===== src/rtl/mux_arb_pkg.sv =====
// Shared constants and index helpers for the round-robin arbiter/mux.
package mux_arb_pkg;

  localparam int DEF_N = 8;
  localparam int DEF_W = 8;

  // Wrap-around increment: n-1 rolls back to 0.
  function automatic int unsigned next_idx(input int unsigned idx, input int unsigned n);
    return (idx + 1 >= n) ? 0 : idx + 1;
  endfunction

endpackage


===== src/rtl/rr_pick.sv =====
// Combinational rotated priority search: first requester at or above ptr, wrapping.
module rr_pick #(
  parameter int N  = 8,
  parameter int SW = $clog2(N)
) (
  input  logic [N-1:0]  req_i,
  input  logic [SW-1:0] ptr_i,
  output logic          any_o,
  output logic [SW-1:0] win_o
);

  logic [SW:0] idx;

  // Scan from the farthest offset down so the closest requester to ptr wins last.
  always_comb begin
    any_o = 1'b0;
    win_o = '0;
    idx   = '0;
    for (int k = N - 1; k >= 0; k--) begin
      idx = {1'b0, ptr_i} + (SW + 1)'(k);
      if (idx >= (SW + 1)'(N)) idx = idx - (SW + 1)'(N);
      if (req_i[idx[SW-1:0]]) begin
        any_o = 1'b1;
        win_o = idx[SW-1:0];
      end
    end
  end

endmodule


===== src/rtl/rr_mux_arbiter.sv =====
// Round-robin arbiter feeding a registered N:1 mux with valid/ready backpressure.
module rr_mux_arbiter
  import mux_arb_pkg::*;
#(
  parameter int N  = DEF_N,
  parameter int W  = DEF_W,
  parameter int SW = $clog2(N)
) (
  input  logic           clk,
  input  logic           rst_n,
  input  logic [N-1:0]   req,
  input  logic [N*W-1:0] in_data,
  output logic [N-1:0]   ack,
  output logic           out_valid,
  output logic [W-1:0]   out_data,
  output logic [SW-1:0]  out_sel,
  input  logic           out_ready
);

  logic [SW-1:0] ptr_q, ptr_d;
  logic          valid_q, valid_d;
  logic [W-1:0]  data_q, data_d;
  logic [SW-1:0] sel_q, sel_d;

  logic          any;
  logic [SW-1:0] win;
  logic [W-1:0]  win_data;
  logic          load;

  rr_pick #(.N(N), .SW(SW)) u_pick (
    .req_i (req),
    .ptr_i (ptr_q),
    .any_o (any),
    .win_o (win)
  );

  assign load = !valid_q || out_ready;

  always_comb begin
    win_data = '0;
    for (int i = 0; i < N; i++) begin
      if (win == SW'(i)) win_data = in_data[i*W +: W];
    end
  end

  // rst_n gates ack so it drops the instant reset asserts, not at the next edge.
  assign ack = (rst_n && load && any) ? (N'(1) << win) : '0;

  always_comb begin
    valid_d = valid_q;
    data_d  = data_q;
    sel_d   = sel_q;
    ptr_d   = ptr_q;
    if (load) begin
      if (any) begin
        valid_d = 1'b1;
        data_d  = win_data;
        sel_d   = win;
        ptr_d   = SW'(next_idx(32'(win), N));
      end else begin
        valid_d = 1'b0;
      end
    end
  end

  always_ff @(posedge clk or negedge rst_n) begin
    if (!rst_n) begin
      valid_q <= 1'b0;
      data_q  <= '0;
      sel_q   <= '0;
      ptr_q   <= '0;
    end else begin
      valid_q <= valid_d;
      data_q  <= data_d;
      sel_q   <= sel_d;
      ptr_q   <= ptr_d;
    end
  end

  assign out_valid = valid_q;
  assign out_data  = data_q;
  assign out_sel   = sel_q;

endmodule


===== config.mk =====
export PLATFORM = sky130hd
export DESIGN_NAME = rr_mux_arbiter
export DESIGN_NICKNAME = d
export VERILOG_FILES = /design/src/rtl/mux_arb_pkg.sv /design/src/rtl/rr_pick.sv /design/src/rtl/rr_mux_arbiter.sv
export SDC_FILE = /design/constraint.sdc
export NUM_CORES = 1
export LEC_CHECK = 0
export BUFFER_PORTS_ARGS = -buffer_cell sky130_fd_sc_hd__buf_2
export CAP_MARGIN = 25
export CORE_AREA = 2 2 69 71
export DETAILED_ROUTE_END_ITERATION = 8
export DIE_AREA = 0 0 71 73
export HOLD_SLACK_MARGIN = 0.02
export PLACE_DENSITY = 0.89
export REMOVE_ABC_BUFFERS = 1
export SYNTH_ARGS = -nofsm -noshare
export SYNTH_HDL_FRONTEND = slang
export SYNTH_HIERARCHICAL = 1
export SYNTH_SLANG_ARGS = --single-unit

===== constraint.sdc =====
create_clock -name clk -period 13 [get_ports clk]
set_input_delay 1.3 -clock clk [delete_from_list [all_inputs] [get_ports clk]]
set_output_delay 1.3 -clock clk [all_outputs]
set_load 0.05 [all_outputs]

==> summary.md, run 1 <==
| Metric | Value |
|---|---|
| Syn Area/Cell | `roughly 8 µm²` |
| Status | `finished clean` |
| Synth Flop Type | `dfrtp_1` |
| Rows | `25` |
| 1st-iter DRT viols | `215` |
| Worst r2r src | `ptr_q[1]$_DFFE_PN0P_` |
| Gr usage total | `24.6%` |
| Global placement routability congestion | `between 0.9 and 1` |
| Post-CTS sizing | `0` |
| Leading area contributor after synthesis | `dfrtp_1` |
| R2R Path End | `out_data[0]$_DFFE_PN0P_` |
| H-tree depth | `1` |
| Starting Density | `49.7%` |
| Share of cells above drive strength 1 | `36.2%` |
| TritonCTS Buffers | `3` |
| Buffers and inverters on the worst path | `3` |
| Setup TNS | `0 ps` |
| Crit. Startpoint | `ptr_q[1]$_DFFE_PN0P_` |
| Commonest non-fill, non-tap cells in the layout | `buf_2 (94), nand2_1 (28), inv_1 (27)` |
| Clock root buffer | `clkbuf_8` |
| Core Area | `4540 µm²` |
| Crit-path max cell delay | `750 ps` |
| Vias | `2533` |
| Detail Route Antenna Nets | `0` |
| CTS tree | `built` |
| Number of synthesized flops with an enable pin | `0` |
| Final count of hold timing violations | `0` |
| DRT Wirelength | `~6700 µm` |
| Fin crit share | `48.9%` |
| Yosys Warn Count | `6` |
| Mapped Cells | `275` |
| Grt total ovfl | `0` |
| Synth top area share | `16.7%` |
| WP data arrival | `around 5000 ps` |
| FF+latch count, synth | `15` |
| CP cell instances | `inv_1, ha_1, mux4_1, a21oi_1, o211ai_1, a211oi_1, nor4b_1, o22ai_1, inv_1, ha_1, and3_1, buf_2` |
| Worst min-delay path category | `flip-flop to flip-flop` |
| Number of max-cap violations | `0` |
| Largest net degree at the start of global routing | `32` |
| First-pass DRT Iterations | `5` |
| Clock sinks | `15` |
| DRC | `0` |
| Die H | `around 73 µm` |
| Clk pin slew, worst setup/hold paths | `70 ps` |
| Netlist Area Pre-Place | `2250 µm²` |
| Final setup violating endpoints | `0` |
| Slew @ Worst Pin | `961 ps` |
| CP max-delay cell | `o22ai_1` |
| Post-CTS Setup Repair Bufs | `0` |
| Synth async-reset ratio | `100%` |
| Diodes inserted | `0` |
| Critical path class | `flip-flop to primary output` |
| Worst r2r path cells | `14` |
| Syn-to-layout area delta | `20.8%` |
| CP required | `11700 ps` |
| R2r setup slk | `7470 ps` |
| Crit-path leading delay family | `compound AO/OA/AOI/OAI gates` |
| Clock Tree Buf Depth | `2` |
| Routed vias/inst | `6.21` |
| Fin. max-slew vios | `0` |
| Clk_lat worst skew | `roughly 250 ps` |
| HPWL after DPL | `5190 µm` |
| Critical path depth | `12` |
| CP Max Fanout | `16` |
| Slew headroom | `35.9%` |
| Max Clock Skew | `5.06 ps` |
| CP endpoint kind | `primary output` |
| Filler cell count | `392` |
| Via count of the first global-routing pass | `approximately 2.3k` |
| First-pass GRT wire length | `10400 µm` |
| Synth cell types | `53` |
| Port bufs | `94` |
| Initial antenna violation count | `0` |
| Worst Setup EP | `ack[3]` |
| Fin crit period | `between 6000 and 7000 ps` |
| Area of the die | `slightly above 5000 µm²` |
| Hold Buf Count CTS | `0` |
| Core Util, Final | `60.0%` |
| Die W | `about 71 µm` |
| Num ports | `between 90 and 100` |
| Most common cell after layout, fill and taps aside | `buf_2` |
| Achievable frequency | `about 160 MHz` |
| Nets | `438` |
| Register area share after synthesis | `16.7%` |
| Ranking of synthesized cells by area | `dfrtp_1 (17%), a221oi_2 (7.3%), mux4_1 (5.8%), a21oi_1 (5.3%), mux4_2 (5.0%)` |
| Avg WL per Cell | `16.3 µm` |
| RSZ-0062 raised after global routing | `no` |
| Critical path launch point type | `flip-flop` |
## registers in the layout, indices dropped and copies added, names as in the netlist
name       cells
out_data       8
out_sel        3
ptr_q          3
out_valid      1
## synthesized netlist by cell type, types with 4 or more instances
master     n
nand2_1   28
inv_1     27
a21oi_1   24
nor2_1    18
dfrtp_1   15
a221oi_2  11
o22ai_1   10
buf_2      9
nor3_1     9
o21ai_0    9
ha_1       8
nand3b_1   7
a211oi_2   6
a31oi_1    6
nor2b_1    6
buf_4      5
mux4_1     5
mux4_2     5
nand2b_1   5
and2_1     4
clkbuf_1   4
mux2_2     4
mux2i_1    4
nor3b_1    4
## metrics by stage
stage | instances | hold WS [ps] | instance area [µm²] | setup WS (ps)
after detailed placement | 404 | 469 | 2680 | 6900
final | 408 | 475 | 2720 | 6650
after global placement | 404 | 464 | 2680 | 7120
after global routing | 408 | 526 | 2720 | 6260
after floorplan | 254 | 763 | 2120 | 6760
after CTS | 408 | 483 | 2720 | 6720
## cell type report
type                       count  area [µm²]  area share, %
clock inverter                 1        5.00          0.184
clock buffer                   3        41.3           1.52
multi-input combinational    211        1640           60.3
inverter                      28         105           3.86
timing repair buffer          96         485           17.8
tap                           54        67.6           2.48
sequential                    15         375           13.8
## worst min-delay path, delay by kind of cell (launching register included)
| family | cells | cell delay, ps |
|---|---|---|
| DFF | 1 | 340 |
| AOI/OAI and AO/OA | 1 | 60 |
| and+or+nand+nor | 1 | 40 |
## logic make-up after synthesis
logic type               Yosys count  share of synthesized area [%]
flip-flops                        15                           16.7
AND/OR/NAND/NOR                   89                           19.8
AO/OA/AOI/OAI                     91                           31.7
adder cells (fa/ha/maj)            8                           4.44
buffers and inverters             49                           10.5
multiplexers                      20                           15.8
XOR/XNOR                           3                           1.17
## metal layers
layer	track usage (%)	routed length (µm)	share of wire, %	vias up
met5	0	0	0	-
met4	8.39	106	1.6	0
met3	3.18	640	9.6	16
met2	42.2	3360	50	157
met1	32.0	2550	38	1175
li1	-	-	-	1185
## worst min-delay path by stage
| stage | start | slack (ps) | endpoint | cells after the start |
|---|---|---|---|---|
| after CTS | out_sel[0]$_DFFE_PN0P_ | 480 | out_sel[0]$_DFFE_PN0P_ | 2 |
| after floorplan | ptr_q[0]$_DFFE_PN0P_ | 760 | ptr_q[0]$_DFFE_PN0P_ | 2 |
| final | out_sel[0]$_DFFE_PN0P_ | 470 | out_sel[0]$_DFFE_PN0P_ | 2 |
| after global routing | out_sel[1]$_DFFE_PN0P_ | 530 | out_sel[1]$_DFFE_PN0P_ | 2 |
| after detailed placement | out_sel[0]$_DFFE_PN0P_ | 470 | out_sel[0]$_DFFE_PN0P_ | 2 |
| after global placement | out_sel[0]$_DFFE_PN0P_ | 460 | out_sel[0]$_DFFE_PN0P_ | 2 |
Power of run 1 is not shown: default switching activity piles up to over one toggle a cycle in this logic, so the estimate is an artifact.
==> inputs of run 2 (changes only) <==
ABC_AREA = 1   (was default)
CORE_AREA = 2 2 76 78   (was 2 2 69 71)
DIE_AREA = 0 0 78 80   (was 0 0 71 73)
PLACE_DENSITY = 0.81   (was 0.89)
clock period = 5.32 ns   (was 13 ns; I/O delays follow)
==> run 2 against run 1 <==
Compared with the run above: routed wire length down 0.84%; clock-buffer cell count did not move; cell count grew 39%; register-to-register slack worse by 6000 ps; core utilization shrank 7.9 points.
==> summary.md, run 2 <==
| Metric | Value |
|---|---|
| Starting Density | `roughly 43%` |
| Worst Setup EP | `ack[7]` |
| Pre-CTS setup slack | `1250 ps` |
| First-pass DRT Iterations | `4` |
| RSZ-0062 raised after global routing | `no` |
| Top cells by count, synth | `nand2_1 (170), inv_1 (45), nor2_1 (44), nand3_1 (39), dfrtp_1 (15)` |
| Core Area | `5410 µm²` |
| CP endpoint kind | `primary output` |
| Port bufs | `94` |
| GR peak layer | `met2` |
| Post-CTS sizing | `0` |
| Final setup violating endpoints | `0` |
| R2R Path End | `out_data[3]$_DFFE_PN0P_` |
| Post-CTS Setup Repair Bufs | `0` |
| Final setup margin | `956 ps` |
| Most common cell after layout, fill and taps aside | `nand2_1` |
| CP required | `between 4000 and 5000 ps` |
| Mapped Cells | `413` |
| Number of max-cap violations | `0` |
| Synth cell types | `34` |
| FF+latch count, synth | `15` |
| Yosys Warn Count | `6` |
| Detail Route Antenna Nets | `0` |
| Critical path class | `flip-flop to primary output` |
| Number of synthesized flops with an enable pin | `0` |
| Clock root buffer | `clkbuf_8` |
| CP Max Fanout | `17` |
| Hold Buf Count CTS | `0` |
| CTS tree | `built` |
| Global placement routability congestion | `0.972` |
| Final count of hold timing violations | `0` |
| Syn-to-layout area delta | `19.9%` |
| Clock sinks | `15` |
| Max Clock Skew | `about 2.8 ps` |
| Achievable frequency | `about 230 MHz` |
| Fin crit share | `between 80% and 90%` |
| Fin Hold WS | `183 ps` |
| Die H | `80 µm` |
| Crit. Startpoint | `ptr_q[1]$_DFFE_PN0P_` |
| Register area share after synthesis | `16.0%` |
| GR Layer Usage met1 | `roughly 28%` |
| Initial antenna violation count | `0` |
| Clk pin slew, worst setup/hold paths | `60 ps` |
| Share of cells above drive strength 1 | `29.8%` |
| Largest net degree at the start of global routing | `29` |
| Status | `finished clean` |
| Synth async-reset ratio | `100%` |
| H-tree depth | `1` |
| Worst min-delay path category | `primary input to async pin` |
| Ranking of synthesized cells by area | `nand2_1 (27%), dfrtp_1 (16%), nand3_1 (8.3%), inv_1 (7.2%), nor2_1 (7.0%)` |
| Slew @ Worst Pin | `505 ps` |
| Commonest non-fill, non-tap cells in the layout | `nand2_1 (170), buf_2 (94), inv_1 (45)` |
| Routed vias/inst | `4.72` |
| Met3 usage | `3.17%` |
| Area of the die | `approximately 6200 µm²` |
| Leading area contributor after synthesis | `nand2_1` |
| 1st-iter DRT viols | `161` |
| Grt total ovfl | `0` |
| Clk_lat worst skew | `between 200 and 300 ps` |
| WP data arrival | `3830 ps` |
| Via count of the first global-routing pass | `around 2.5k` |
| Die W | `78 µm` |
| Slew headroom | `66.3%` |
| Vias | `2686` |
| Top-count cell post-synth | `nand2_1` |
| Worst r2r src | `ptr_q[1]$_DFFE_PN0P_` |
| Synth top area share | `a little over a quarter` |
| Filler cell count | `about 590` |
| Rows | `27` |
| R2r setup slk | `about 1400 ps` |
| Fin crit period | `4360 ps` |
| TritonCTS Buffers | `3` |
| Syn Area/Cell | `5.69 µm²` |
| Critical path launch point type | `flip-flop` |
| Fin. max-slew vios | `0` |
| Nets | `581` |
| First-pass GRT wire length | `10900 µm` |
| Worst r2r path cells | `27` |
| DRC | `0` |
| Setup TNS | `0 ps` |
| Gr usage total | `21.3%` |
| Clock Tree Buf Depth | `2` |
| Netlist Area Pre-Place | `roughly 2300 µm²` |
| Synth Flop Type | `dfrtp_1` |
| DRT Wirelength | `6600 µm` |
| Num ports | `95` |
| Avg WL per Cell | `roughly 12 µm` |
| Met2 Use GR | `38.0%` |
| HPWL after DPL | `5420 µm` |
| Diodes inserted | `0` |
| Max FFs per register | `8` |
-- run 2: cell types whose count changed in the layout (fill, tap and decap cells not counted), sizes merged, moves of 10 or more --
cell | previous run | this run
a21oi | 24 | 8
a221oi | 14 | 0
inv | 27 | 55
mux4 | 10 | 0
nand2 | 28 | 185
nand3 | 1 | 52
nor2 | 18 | 47
o22ai | 10 | 0
-- run 2: cell families (layout without fill, tap and decap cells) --
kind of cell	count (synthesis)	in the layout	synth area share, %
AND/OR/NAND/NOR	293	293	56.6
buffers and inverters	71	155	16.0
AO/OA/AOI/OAI	25	25	5.97
flip-flops	15	15	16.0
adder cells (fa/ha/maj)	8	8	4.26
XOR/XNOR	1	1	1.17
-- run 2: worst min-delay path by stage --
stage                                        from                      end  slack, ps  cells past startpoint
after floorplan                             rst_n  out_data[0]$_DFFE_PN0P_        240                      0
after global placement                      rst_n  out_data[1]$_DFFE_PN0P_        460                      1
after detailed placement  out_data[7]$_DFFE_PN0P_  out_data[7]$_DFFE_PN0P_        460                      2
after CTS                                   rst_n   out_sel[1]$_DFFE_PN0P_        200                      1
after global routing                        rst_n  out_data[1]$_DFFE_PN0P_        210                      1
final                                       rst_n  out_data[1]$_DFFE_PN0P_        180                      1
-- run 2: worst max-delay path: stages (launching register included) --
cell      delay, ps
dfrtp_1         660
inv_2           160
ha_1            510
inv_2           130
nand3_1         120
nand3_1         100
nand2_1          80
nand3_1          60
nand2_1          50
nand2_1          40
nand3_1          60
nand2_1          50
nand2_1          50
nand3_1          60
nand2_1         380
ha_1            230
clkinv_1        360
nor2_1          190
buf_2           280
-- run 2: per-layer routing --
metal  share of wire [%]  vias to the layer above
met5                   0                        -
met4                0.52                        0
met3                 6.8                        7
met2                  49                      103
met1                  44                     1142
li1                    -                     1434
-- run 2: final cells by class --
type,instances,area (µm²),share of cell area [%]
repair buffers,95,478,17.0
well taps,72,90.1,3.20
inverters,56,228,8.09
clock inverters,1,5.00,0.178
clock buffers,3,41.3,1.47
multi-input cells,327,1600,56.8
flip-flops and latches,15,375,13.3
-- run 2: stage by stage --
step           utilization (%)  area (µm²)  instances
2_1_floorplan                -        2200        398
3_3_place_gp              51.2        2770        565
3_5_place_dp              51.2        2770        565
4_1_cts                   52.1        2820        569
5_1_grt                   52.1        2820        569
6_report                  52.1        2820        569
Power of run 2 is left out for the same reason.
==> inputs of run 3 (changes only) <==
clock period = 3.8 ns   (was 5.32 ns; I/O delays follow)
==> run 3 against run 2 <==
Compared with the run above: sequential share of layout area decreased by 0.22 points; cell count grew 0.88%; routed wire length down 4.2%; clock skew up 1.5 ps; global-route usage shrank 0.74 points.
==> summary.md, run 3 (same netlist as run 2, synthesis figures left out) <==
| Metric | Value |
|---|---|
| Via count of the first global-routing pass | `between 2k and 2.5k` |
| Post-DP Area | `2810 µm²` |
| CTS tree | `built` |
| Post-CTS Setup Repair Bufs | `0` |
| Clock sinks | `15` |
| H-tree depth | `1` |
| Status | `finished clean` |
| Clock root buffer | `clkbuf_8` |
| Fin crit share | `94.2%` |
| Final count of hold timing violations | `0` |
| Nets | `586` |
| Fin Hold WS | `29.6 ps` |
| First-pass DRT Iterations | `4` |
| First-pass GRT wire length | `between 10000 and 15000 µm` |
| Clk pin slew, worst setup/hold paths | `roughly 60 ps` |
| Fin. max-slew vios | `0` |
| CP Max Fanout | `10` |
| Fin crit period | `3580 ps` |
| HPWL after DPL | `5220 µm` |
| Met2 WL | `about 3000 µm` |
| Num ports | `95` |
| Final setup violating endpoints | `0` |
| CP endpoint kind | `primary output` |
| Commonest non-fill, non-tap cells in the layout | `nand2_1 (168), buf_2 (93), inv_1 (45)` |
| Largest net degree at the start of global routing | `29` |
| Vias | `~2.7k` |
| Slew headroom | `72.0%` |
| Port bufs | `94` |
| R2r setup slk | `400 ps` |
| Slew @ Worst Pin | `between 400 and 500 ps` |
| DR top layer | `met4` |
| DRT Wirelength | `6320 µm` |
| TritonCTS Buffers | `3` |
| Diodes inserted | `0` |
| Clk_lat worst skew | `~250 ps` |
| Worst min-delay path category | `primary input to async pin` |
| Critical path class | `flip-flop to primary output` |
| Initial antenna violation count | `0` |
| Global placement routability congestion | `0.885` |
| Routed length on met3 | `roughly 400 µm` |
| Clock Tree Buf Depth | `2` |
| Starting Density | `43.4%` |
| CP required | `3420 ps` |
| Number of max-cap violations | `0` |
| Gr usage total | `20.5%` |
| DRC | `0` |
| Most common cell after layout, fill and taps aside | `nand2_1` |
| Detail Route Antenna Nets | `0` |
| Syn-to-layout area delta | `22.3%` |
| Share of cells above drive strength 1 | `31.5%` |
| Critical path launch point type | `flip-flop` |
| Max Clock Skew | `4.34 ps` |
| Worst r2r path cells | `24` |
| Die W | `78 µm` |
| Die H | `80 µm` |
| Routed vias/inst | `roughly 4.7` |
| WP data arrival | `about 3200 ps` |
| Achievable frequency | `between 200 and 300 MHz` |
| Core Area | `5410 µm²` |
| Routed met1 length | `2810 µm` |
| Rows | `27` |
| Grt total ovfl | `0` |
| Worst r2r src | `ptr_q[0]$_DFFE_PN0P_` |
| Final instance area | `roughly 2900 µm²` |
| Area of the die | `between 6000 and 7000 µm²` |
| 1st-iter DRT viols | `around 160` |
| R2R Path End | `out_data[1]$_DFFE_PN0P_` |
| Max FFs per register | `8` |
| Avg WL per Cell | `~11 µm` |
==> run 3: what timing repair did <==
action	in CTS	in global routing
hold buffers	0	0
gates resized for setup	0	7
setup endpoints to repair	0	14
==> run 3: worst max-delay path: stages, from the launching register on <==
cell and delay, ps:
dfrtp_2 440, inv_8 110, ha_2 340, inv_2 130
nand3_1 110, nand3_1 170, nand2_4 90, nor2_4 130
inv_2 50, o21ai_2 140, nand2_1 60, o21ai_1 160
ha_1 240, ha_2 270, inv_1 150, nor2_1 120
clkbuf_4 240
==> run 3: layout make-up <==
class | count | area, µm²
tap | 72 | 90.1
sequential | 15 | 377
timing repair buffer | 100 | 518
fill | 560 | 2530
clock inverter | 1 | 5.00
inverter | 56 | 228
multi-input combinational | 327 | 1610
clock buffer | 3 | 41.3
==> run 3: layer usage <==
metal	vias to the layer above	GRT usage, %
met3	4	3.85
met5	-	0
met4	0	2.46
li1	1447	-
met1	1141	25.7
met2	98	37.7
==> run 3: worst max-delay path by stage <==
stage	end	depth (start not counted)	startpoint
after global routing	ack[3]	17	ptr_q[1]$_DFFE_PN0P_
after CTS	ack[3]	16	ptr_q[0]$_DFFE_PN0P_
final	ack[3]	16	ptr_q[0]$_DFFE_PN0P_
after floorplan	ack[1]	15	ptr_q[1]$_DFFE_PN0P_
after detailed placement	out_data[6]$_DFFE_PN0P_	25	ptr_q[0]$_DFFE_PN0P_
after global placement	ack[3]	17	ptr_q[0]$_DFFE_PN0P_
==> run 3: through the flow <==
stage	utilization, %	cells	TNS [ps]	setup slack (ps)
3_5_place_dp	51.9	570	0	317
2_1_floorplan	-	398	-150	-144
4_1_cts	52.8	574	0	13.4
3_3_place_gp	51.9	570	0	396
6_report	53.1	574	0	222
5_1_grt	53.1	574	-0.269	-0.269
Power of run 3 is left out for the same reason.
